`src/rtl/calc_pkg.sv`:
```
// ---------------------------------------------------------------------------
// calc_pkg
// Types and helpers shared by the calculator datapath blocks.
//   mult_state_t : control states of the sequential multiplier
//   cnt_width()  : width of an iteration counter that indexes 0..w-1
// ---------------------------------------------------------------------------
package calc_pkg;

    typedef enum logic [1:0] {
        IDLE = 2'd0,
        RUN  = 2'd1,
        DONE = 2'd2
    } mult_state_t;

    // Counter width for w iterations. Never returns 0, so a counter can always
    // be declared.
    function automatic int cnt_width(input int w);
        return (w > 1) ? $clog2(w) : 1;
    endfunction

endpackage : calc_pkg

```
`src/rtl/full_adder_wcarry_nbits.sv`:
```
// ---------------------------------------------------------------------------
// full_adder_wcarry_nbits
// Combinational ripple-carry adder built from one full-adder cell per bit.
// Ports:
//   a_i    [width-1:0]  addend A
//   b_i    [width-1:0]  addend B
//   cin_i               carry into bit 0
//   sum_o  [width-1:0]  sum bits
//   cout_o              carry out of the top bit
// ---------------------------------------------------------------------------
module full_adder_wcarry_nbits #(
    parameter int width = 8
) (
    input  logic [width-1:0] a_i,
    input  logic [width-1:0] b_i,
    input  logic             cin_i,
    output logic [width-1:0] sum_o,
    output logic             cout_o
);

    logic [width:0] carry;

    assign carry[0] = cin_i;

    for (genvar i = 0; i < width; i++) begin : g_bit
        assign sum_o[i]     = a_i[i] ^ b_i[i] ^ carry[i];
        assign carry[i + 1] = (a_i[i] & b_i[i]) | (carry[i] & (a_i[i] ^ b_i[i]));
    end

    assign cout_o = carry[width];

endmodule : full_adder_wcarry_nbits

```
`src/rtl/mult_seq_ctrl.sv`:
```
// ---------------------------------------------------------------------------
// mult_seq_ctrl
// Sequential shift-and-add multiplier: one width-bit adder is reused over
// width cycles to form an unsigned width x width product.
// Ports:
//   clk_i              clock, rising edge
//   rst_ni             asynchronous active-low reset
//   start_i            start request, sampled only while idle
//   a_i   [width-1:0]  multiplicand, captured on an accepted start
//   b_i   [width-1:0]  multiplier, captured on an accepted start
//   busy_o             high while running or done
//   done_o             one-cycle completion pulse
//   p_o   [2*width-1:0] product, held until the next accepted start
// Build option:
//   MULT_ZERO_BYPASS_EN - a start with a zero operand goes straight to DONE
//                         (latency 1) instead of running all iterations.
// ---------------------------------------------------------------------------
module mult_seq_ctrl
    import calc_pkg::*;
#(
    parameter int width = 8
) (
    input  logic               clk_i,
    input  logic               rst_ni,
    input  logic               start_i,
    input  logic [width-1:0]   a_i,
    input  logic [width-1:0]   b_i,
    output logic               busy_o,
    output logic               done_o,
    output logic [2*width-1:0] p_o
);

    localparam int CNT_W = cnt_width(width);
    localparam logic [CNT_W-1:0] CNT_LAST = CNT_W'(width - 1);

    mult_state_t      state_q, state_d;
    logic [width-1:0] mcand_q, mcand_d;
    logic [width-1:0] acc_q,   acc_d;
    logic [width-1:0] q_q,     q_d;
    logic [CNT_W-1:0] cnt_q,   cnt_d;

    logic [width-1:0] add_b;
    logic [width-1:0] add_sum;
    logic             add_cout;

    // Partial product for this iteration is the multiplicand gated by the
    // current low multiplier bit.
    assign add_b = q_q[0] ? mcand_q : '0;

    full_adder_wcarry_nbits #(
        .width (width)
    ) u_adder (
        .a_i    (acc_q),
        .b_i    (add_b),
        .cin_i  (1'b0),
        .sum_o  (add_sum),
        .cout_o (add_cout)
    );

    always_comb begin
        state_d = state_q;
        mcand_d = mcand_q;
        acc_d   = acc_q;
        q_d     = q_q;
        cnt_d   = cnt_q;

        unique case (state_q)
            IDLE: begin
                if (start_i) begin
                    mcand_d = a_i;
                    acc_d   = '0;
                    q_d     = b_i;
                    cnt_d   = '0;
                    state_d = RUN;
`ifdef MULT_ZERO_BYPASS_EN
                    if ((a_i == '0) || (b_i == '0)) begin
                        q_d     = '0;
                        state_d = DONE;
                    end
`endif
                end
            end

            RUN: begin
                // {cout, sum, q} >> 1: the consumed multiplier bit drops off
                // the bottom while the new sum bit shifts into q.
                {acc_d, q_d} = {add_cout, add_sum, q_q[width-1:1]};
                if (cnt_q == CNT_LAST) begin
                    state_d = DONE;
                end else begin
                    cnt_d = cnt_q + 1'b1;
                end
            end

            DONE: begin
                state_d = IDLE;
            end

            default: begin
                state_d = IDLE;
            end
        endcase
    end

    always_ff @(posedge clk_i or negedge rst_ni) begin
        if (!rst_ni) begin
            state_q <= IDLE;
            mcand_q <= '0;
            acc_q   <= '0;
            q_q     <= '0;
            cnt_q   <= '0;
        end else begin
            state_q <= state_d;
            mcand_q <= mcand_d;
            acc_q   <= acc_d;
            q_q     <= q_d;
            cnt_q   <= cnt_d;
        end
    end

    assign busy_o = (state_q != IDLE);
    assign done_o = (state_q == DONE);
    assign p_o    = {acc_q, q_q};

endmodule : mult_seq_ctrl

```
`config.mk`:
```
export PLATFORM = sky130hd
export DESIGN_NAME = mult_seq_ctrl
export DESIGN_NICKNAME = d
export VERILOG_FILES = /design/src/rtl/calc_pkg.sv /design/src/rtl/full_adder_wcarry_nbits.sv /design/src/rtl/mult_seq_ctrl.sv
export SDC_FILE = /design/constraint.sdc
export NUM_CORES = 1
export LEC_CHECK = 0
export ABC_AREA = 1
export BUFFER_PORTS_ARGS = -buffer_cell sky130_fd_sc_hd__buf_2
export CORE_ASPECT_RATIO = 1.75
export CORE_MARGIN = 2
export CORE_UTILIZATION = 50
export CTS_BUF_LIST = sky130_fd_sc_hd__clkbuf_4 sky130_fd_sc_hd__clkbuf_8
export DETAILED_ROUTE_END_ITERATION = 10
export PLACE_DENSITY = 0.79
export SYNTH_ARGS = -nofsm -noshare
export SYNTH_HDL_FRONTEND = slang
export SYNTH_SLANG_ARGS = --single-unit
```
`constraint.sdc`:
```
create_clock -name clk_i -period 3.7 [get_ports clk_i]
set_clock_uncertainty 0.1 [all_clocks]
set_input_delay 0.37 -clock clk_i [delete_from_list [all_inputs] [get_ports clk_i]]
set_output_delay 0.37 -clock clk_i [all_outputs]
set_load 0.02 [all_outputs]
```
### Yosys cells after proc, flatten, opt, wreduce, memory -nomap -nowiden

Index checks and enable logic that the tools add are counted.

* register bits after elaboration: 29
* input port bits: 19
* output and inout port bits: 18
* logic and storage cells: 67

* add/subtract/negate cells: 1
* equal/unequal tests: 6
* muxes and demuxes: 11
* bitwise logic cells: 37
* reductions and logical operators: 7

Operators by type and width (count)
* $pmux 8 s2: 2
* $mux 8: 3
* $and 1x1->1: 15
* $xor 1x1->1: 15
* $or 1x1->1: 7
* $mux 3: 2
* $ne 2x2->1 const B: 3
* $pmux 3 s2: 1
* $reduce_and 2->1: 3
* $mux 2: 2
* $pmux 2 s2: 1
* $reduce_bool 2->1: 2
* $add 3x1->3 const B: 1
* $eq 3x3->1 const B: 1
* $reduce_and 3->1: 1
* $eq 2x1->1 const B: 1
* $eq 2x2->1 const B: 1
* $logic_not 2->1: 1

### Depth between registers and ports, before layout

* depth after elaboration: 17
* gate-level depth with buffers: 15
* gate-level depth less buffers: 14

### Modules after synthesis

From an unflattened synthesis, not the netlist that was laid out.

* cells, all modules: 193
* area total of the unflattened synthesis: 1624.1 µm²

By module, submodules not included
* mult_seq_ctrl: instances 1, cells an instance 175, area each 1426.4 µm²
* full_adder_wcarry_nbits: instances 1, cells an instance 18, area each 197.7 µm²

### Worst setup path before layout

OpenSTA, ideal clock, no wires.

* kind: register to register
* start: register q_q[0]
* end: register acc_q[6]
* setup time: 0.126 ns
* arrival time: 3.627 ns
* path slack: -0.153 ns
* cell stages (with the launch flop): 16
* period minus slack after synthesis: 3.853 ns
* path through: dfrtp_1 -> clkbuf_1 -> nand2_1 -> inv_1 -> ha_1 -> inv_1 -> fa_1 -> fa_1 -> fa_1 -> fa_1 -> fa_1 -> inv_1 -> fa_1 -> inv_1 -> fa_1 -> o21ai_0

* word-level cells in the longest chain between the ends: 16

RTL lines
* start: declaration: RTL line mult_seq_ctrl.sv:39 `logic [width-1:0] q_q, q_d;`
* start signal: assignment: RTL line mult_seq_ctrl.sv:116 `q_q <= q_d;`
* $mux 8 *: RTL line mult_seq_ctrl.sv:48 `assign add_b = q_q[0] ? mcand_q : '0;`
* $and 1x1->1 / $xor 1x1->1 (equally long branches): RTL line full_adder_wcarry_nbits.sv:27 `assign carry[i + 1] = (a_i[i] & b_i[i]) | (carry[i] & (a_i[i] ^ b_i[i]));`
* $and 1x1->1: RTL line full_adder_wcarry_nbits.sv:27
* $or 1x1->1: RTL line full_adder_wcarry_nbits.sv:27
* $and 1x1->1: RTL line full_adder_wcarry_nbits.sv:27
* $or 1x1->1: RTL line full_adder_wcarry_nbits.sv:27
* $and 1x1->1: RTL line full_adder_wcarry_nbits.sv:27
* $or 1x1->1: RTL line full_adder_wcarry_nbits.sv:27
* $and 1x1->1: RTL line full_adder_wcarry_nbits.sv:27
* $or 1x1->1: RTL line full_adder_wcarry_nbits.sv:27
* $and 1x1->1: RTL line full_adder_wcarry_nbits.sv:27
* $or 1x1->1: RTL line full_adder_wcarry_nbits.sv:27
* $and 1x1->1: RTL line full_adder_wcarry_nbits.sv:27
* $or 1x1->1: RTL line full_adder_wcarry_nbits.sv:27
* $xor 1x1->1 *: RTL line full_adder_wcarry_nbits.sv:26 `assign sum_o[i] = a_i[i] ^ b_i[i] ^ carry[i];`
* $pmux 8 s2 *: RTL line mult_seq_ctrl.sv:67 `unique case (state_q)`
* end signal: assignment: RTL line mult_seq_ctrl.sv:109 `acc_q <= '0;`
* end signal: assignment: RTL line mult_seq_ctrl.sv:115 `acc_q <= acc_d;`
* end: declaration: RTL line mult_seq_ctrl.sv:38 `logic [width-1:0] acc_q, acc_d;`

Every way passes the cells marked *; elsewhere a longest branch is shown, timed or not.
A chain may end at the register's enable or synchronous reset.

### Worst setup path in the final report

Same ends and word-level chain as after synthesis.

==> flow_summary.json <==
{
  "relSlewSlack_pct": 52.63,
  "synthCells": 177,
  "leakage_nw": 0.9872,
  "worstSetupPathType": "flip-flop to flip-flop",
  "core_sq_mm": 0.002928,
  "combPwrFrac_pct": 43.0,
  "cp_max_fo": 5,
  "hold_class": "primary input to async pin",
  "endpoint_kind": "flip-flop",
  "rr_worst_depth": 14,
  "arrival_ps": 3570,
  "firstDrtPassIters": 5,
  "drt-initial-drc-count": 39,
  "clk_path_buf_depth": 2,
  "dpl_cell_area_sq_mm": 0.001698,
  "nFillCells": 272,
  "vias": 1254,
  "antenna_left": 0,
  "grt_overflow": 0,
  "layout_commonest_cell": "nand2_1",
  "drc": 0,
  "antenna_found_initial": 0,
  "grt_pass1_vias": 1193,
  "grt_pass1_wl_um": 5278,
  "timing.rr.end": "acc_q[6]",
  "dpl.hpwl_um": 2109,
  "cp-start-kind": "flip-flop",
  "die_y_um": 77.39,
  "clock_power_share_pct": 19.1,
  "gp_congestion": 0.7921,
  "tns_ps": 0,
  "cts_tree": "yes",
  "synth_area_sq_mm": 0.001539,
  "clock_latency_ps": 290,
  "areaGrowthSynthToFinish_pct": 17.40,
  "fin_ws_ps": 205.9,
  "finalSetupViolations": 0,
  "rows": 26,
  "synth_fp_nets": 206,
  "yosys.cell_types.count": 19,
  "fmax_mhz": 286.2,
  "switchingPower_w": 0.0006609,
  "numCtsBuffers": 5,
  "crit_required_ps": 3770,
  "clockRootBuffer": "clkbuf_8",
  "cp_slowest_cell": "fa_1",
  "die_w_um": 45.94,
  "peakVddDrop_v": 0.0004410,
  "p_per_area_mw_per_mm2": 843.4,
  "htree_levels": 2,
  "status": "complete, no violations",
  "dp.cells": 234,
  "min_period_over_period_pct": 94.43,
  "io_buffers": 36,
  "drv_slew": 0,
  "pre_cts_ws_ps": 22.14,
  "fin_area_sq_mm": 0.001807,
  "yosysWarningCount": 0,
  "post_cts_buffers": 0,
  "synth-seq-area-share_pct": 47.15,
  "cell_internal_pwr_w": 0.0008629,
  "groute.usage.overall_pct": 20.29,
  "r2r-start": "q_q[0]",
  "swShare_pct": 43.37,
  "grt_max_degree": 30,
  "r2r_slack_ps": 210,
  "rsz0062_at_grt": "no",
  "ios": 37,
  "hold_viol": 0,
  "p_seq_share_pct": 37.9,
  "yosys_register_bits": 29,
  "wire_per_inst_um": 12.33,
  "period_needed_ps": 3494,
  "finalWirelength_um": 2984,
  "clkTransAtPathRegs_ps": 70,
  "vias_per_cell": 5.182,
  "die_area_sq_mm": 0.003555,
  "antenna_cells": 0,
  "tightest_slew_ps": 710.5,
  "max_stage_delay_ps": 470,
  "initial_utilization_pct": 52.56,
  "synth.avg_cell_area_sq_um": 8.695,
  "cts.sink_count": 29,
  "mostFrequentLayoutCells": "77 x nand2_1, 36 x buf_2, 28 x dfrtp_1",
  "cp_cell_sequence": "nand2_1, inv_1, ha_1, inv_1, fa_2, fa_2, fa_2, fa_1, fa_1, inv_1, fa_1, inv_1, fa_1, o21ai_1",
  "final_nets": 242,
  "instances_no_fill": 242,
  "drive_gt1_share_pct": 26.17,
  "maxCapViolCount": 0
}
==> synthesized netlist by cell type <==
cell type	n	area [sq um]
ha_1	3	37.54
o21ai_0	6	30.03
buf_6	3	33.78
nand4_1	3	18.77
o21ai_1	1	5.000
nand3_1	20	100.1
nor2_4	1	11.26
nand2_1	77	289.0
nor2_1	2	7.510
o21ai_4	1	16.27
inv_2	2	7.510
fa_1	7	140.1
nand2_4	2	22.52
inv_1	14	52.55
dfrtp_1	29	725.7
nand3_2	1	10.01
buf_2	1	5.000
buf_4	3	22.52
clkbuf_1	1	3.750
==> routing by layer <==
layer  global-route usage [%]  share of wire (%)
met3                    6.977                5.1
met2                    30.56                 51
met4                    10.29                2.9
met5                        0                  0
met1                    24.85                 41
==> power by group through the flow <==
stage	Clock, W	Sequential (W)	Combinational, W
6_report	0.000290	0.000578	0.000655
5_1_grt	0.000315	0.000600	0.000760
4_1_cts	0.000296	0.000579	0.000663
3_5_place_dp	0	0.000584	0.000661
3_3_place_gp	0	0.000578	0.000645
2_1_floorplan	0	0.000623	0.000464
==> sequential cells by signal (all words and copies together), names as in the netlist <==
signal	flops
acc_q	8
mcand_q	8
q_q	8
cnt_q	3
state_q	2
==> area by class of cell <==
class | instances | area, sq um | share of cell area, %
clock buffers | 7 | 96.34 | 5.332
multi-input cells | 124 | 695.7 | 38.50
clock inverters | 1 | 5.005 | 0.2770
repair buffers | 37 | 187.7 | 10.39
flip-flops and latches | 29 | 726.9 | 40.24
well taps | 28 | 35.03 | 1.939
inverters | 16 | 60.06 | 3.324
==> metrics by stage <==
step | hold slack [ps] | total power [W] | util (%)
2_1_floorplan | -25.59 | 0.001087 | -
3_3_place_gp | 333.4 | 0.001223 | 57.99
3_5_place_dp | 334.4 | 0.001245 | 57.99
4_1_cts | 25.08 | 0.001538 | 61.45
5_1_grt | 51.96 | 0.001675 | 61.71
6_report | 3.746 | 0.001524 | 61.71
==> worst max path at each step <==
stage / startpoint / endpoint / slack [ps] / cells past startpoint
after floorplan: q_q[0] / acc_q[6] / 10 / 15
after global placement: q_q[0] / acc_q[6] / 160 / 14
after detailed placement: q_q[0] / acc_q[6] / 20 / 14
after CTS: q_q[0] / acc_q[6] / 30 / 14
after global routing: q_q[0] / acc_q[6] / 30 / 14
final: q_q[0] / acc_q[6] / 210 / 14
==> timing repair <==
| item | CTS | global route |
|---|---|---|
| gates resized for setup | 0 | 5 |
| endpoints found under the setup margin | 0 | 2 |
| hold buffers | 0 | 0 |
==> cells by family after synthesis <==
logic type                 after synthesis  synth area share [%]
AOI/OAI and AO/OA                        8                 3.333
adders and majority gates               10                 11.54
buffers and inverters                   24                 8.129
DFF                                     29                 47.15
and+or+nand+nor                        106                 29.84
==> critical path, delay by kind of cell (launching register included) <==
kind	cells	cell delay [ps]
AOI/OAI and AO/OA	1	60
adders and majority gates	8	2540
buffers and inverters	4	220
DFF	1	390
and+or+nand+nor	1	50
Note: power is estimated with default switching activity, not from simulation.
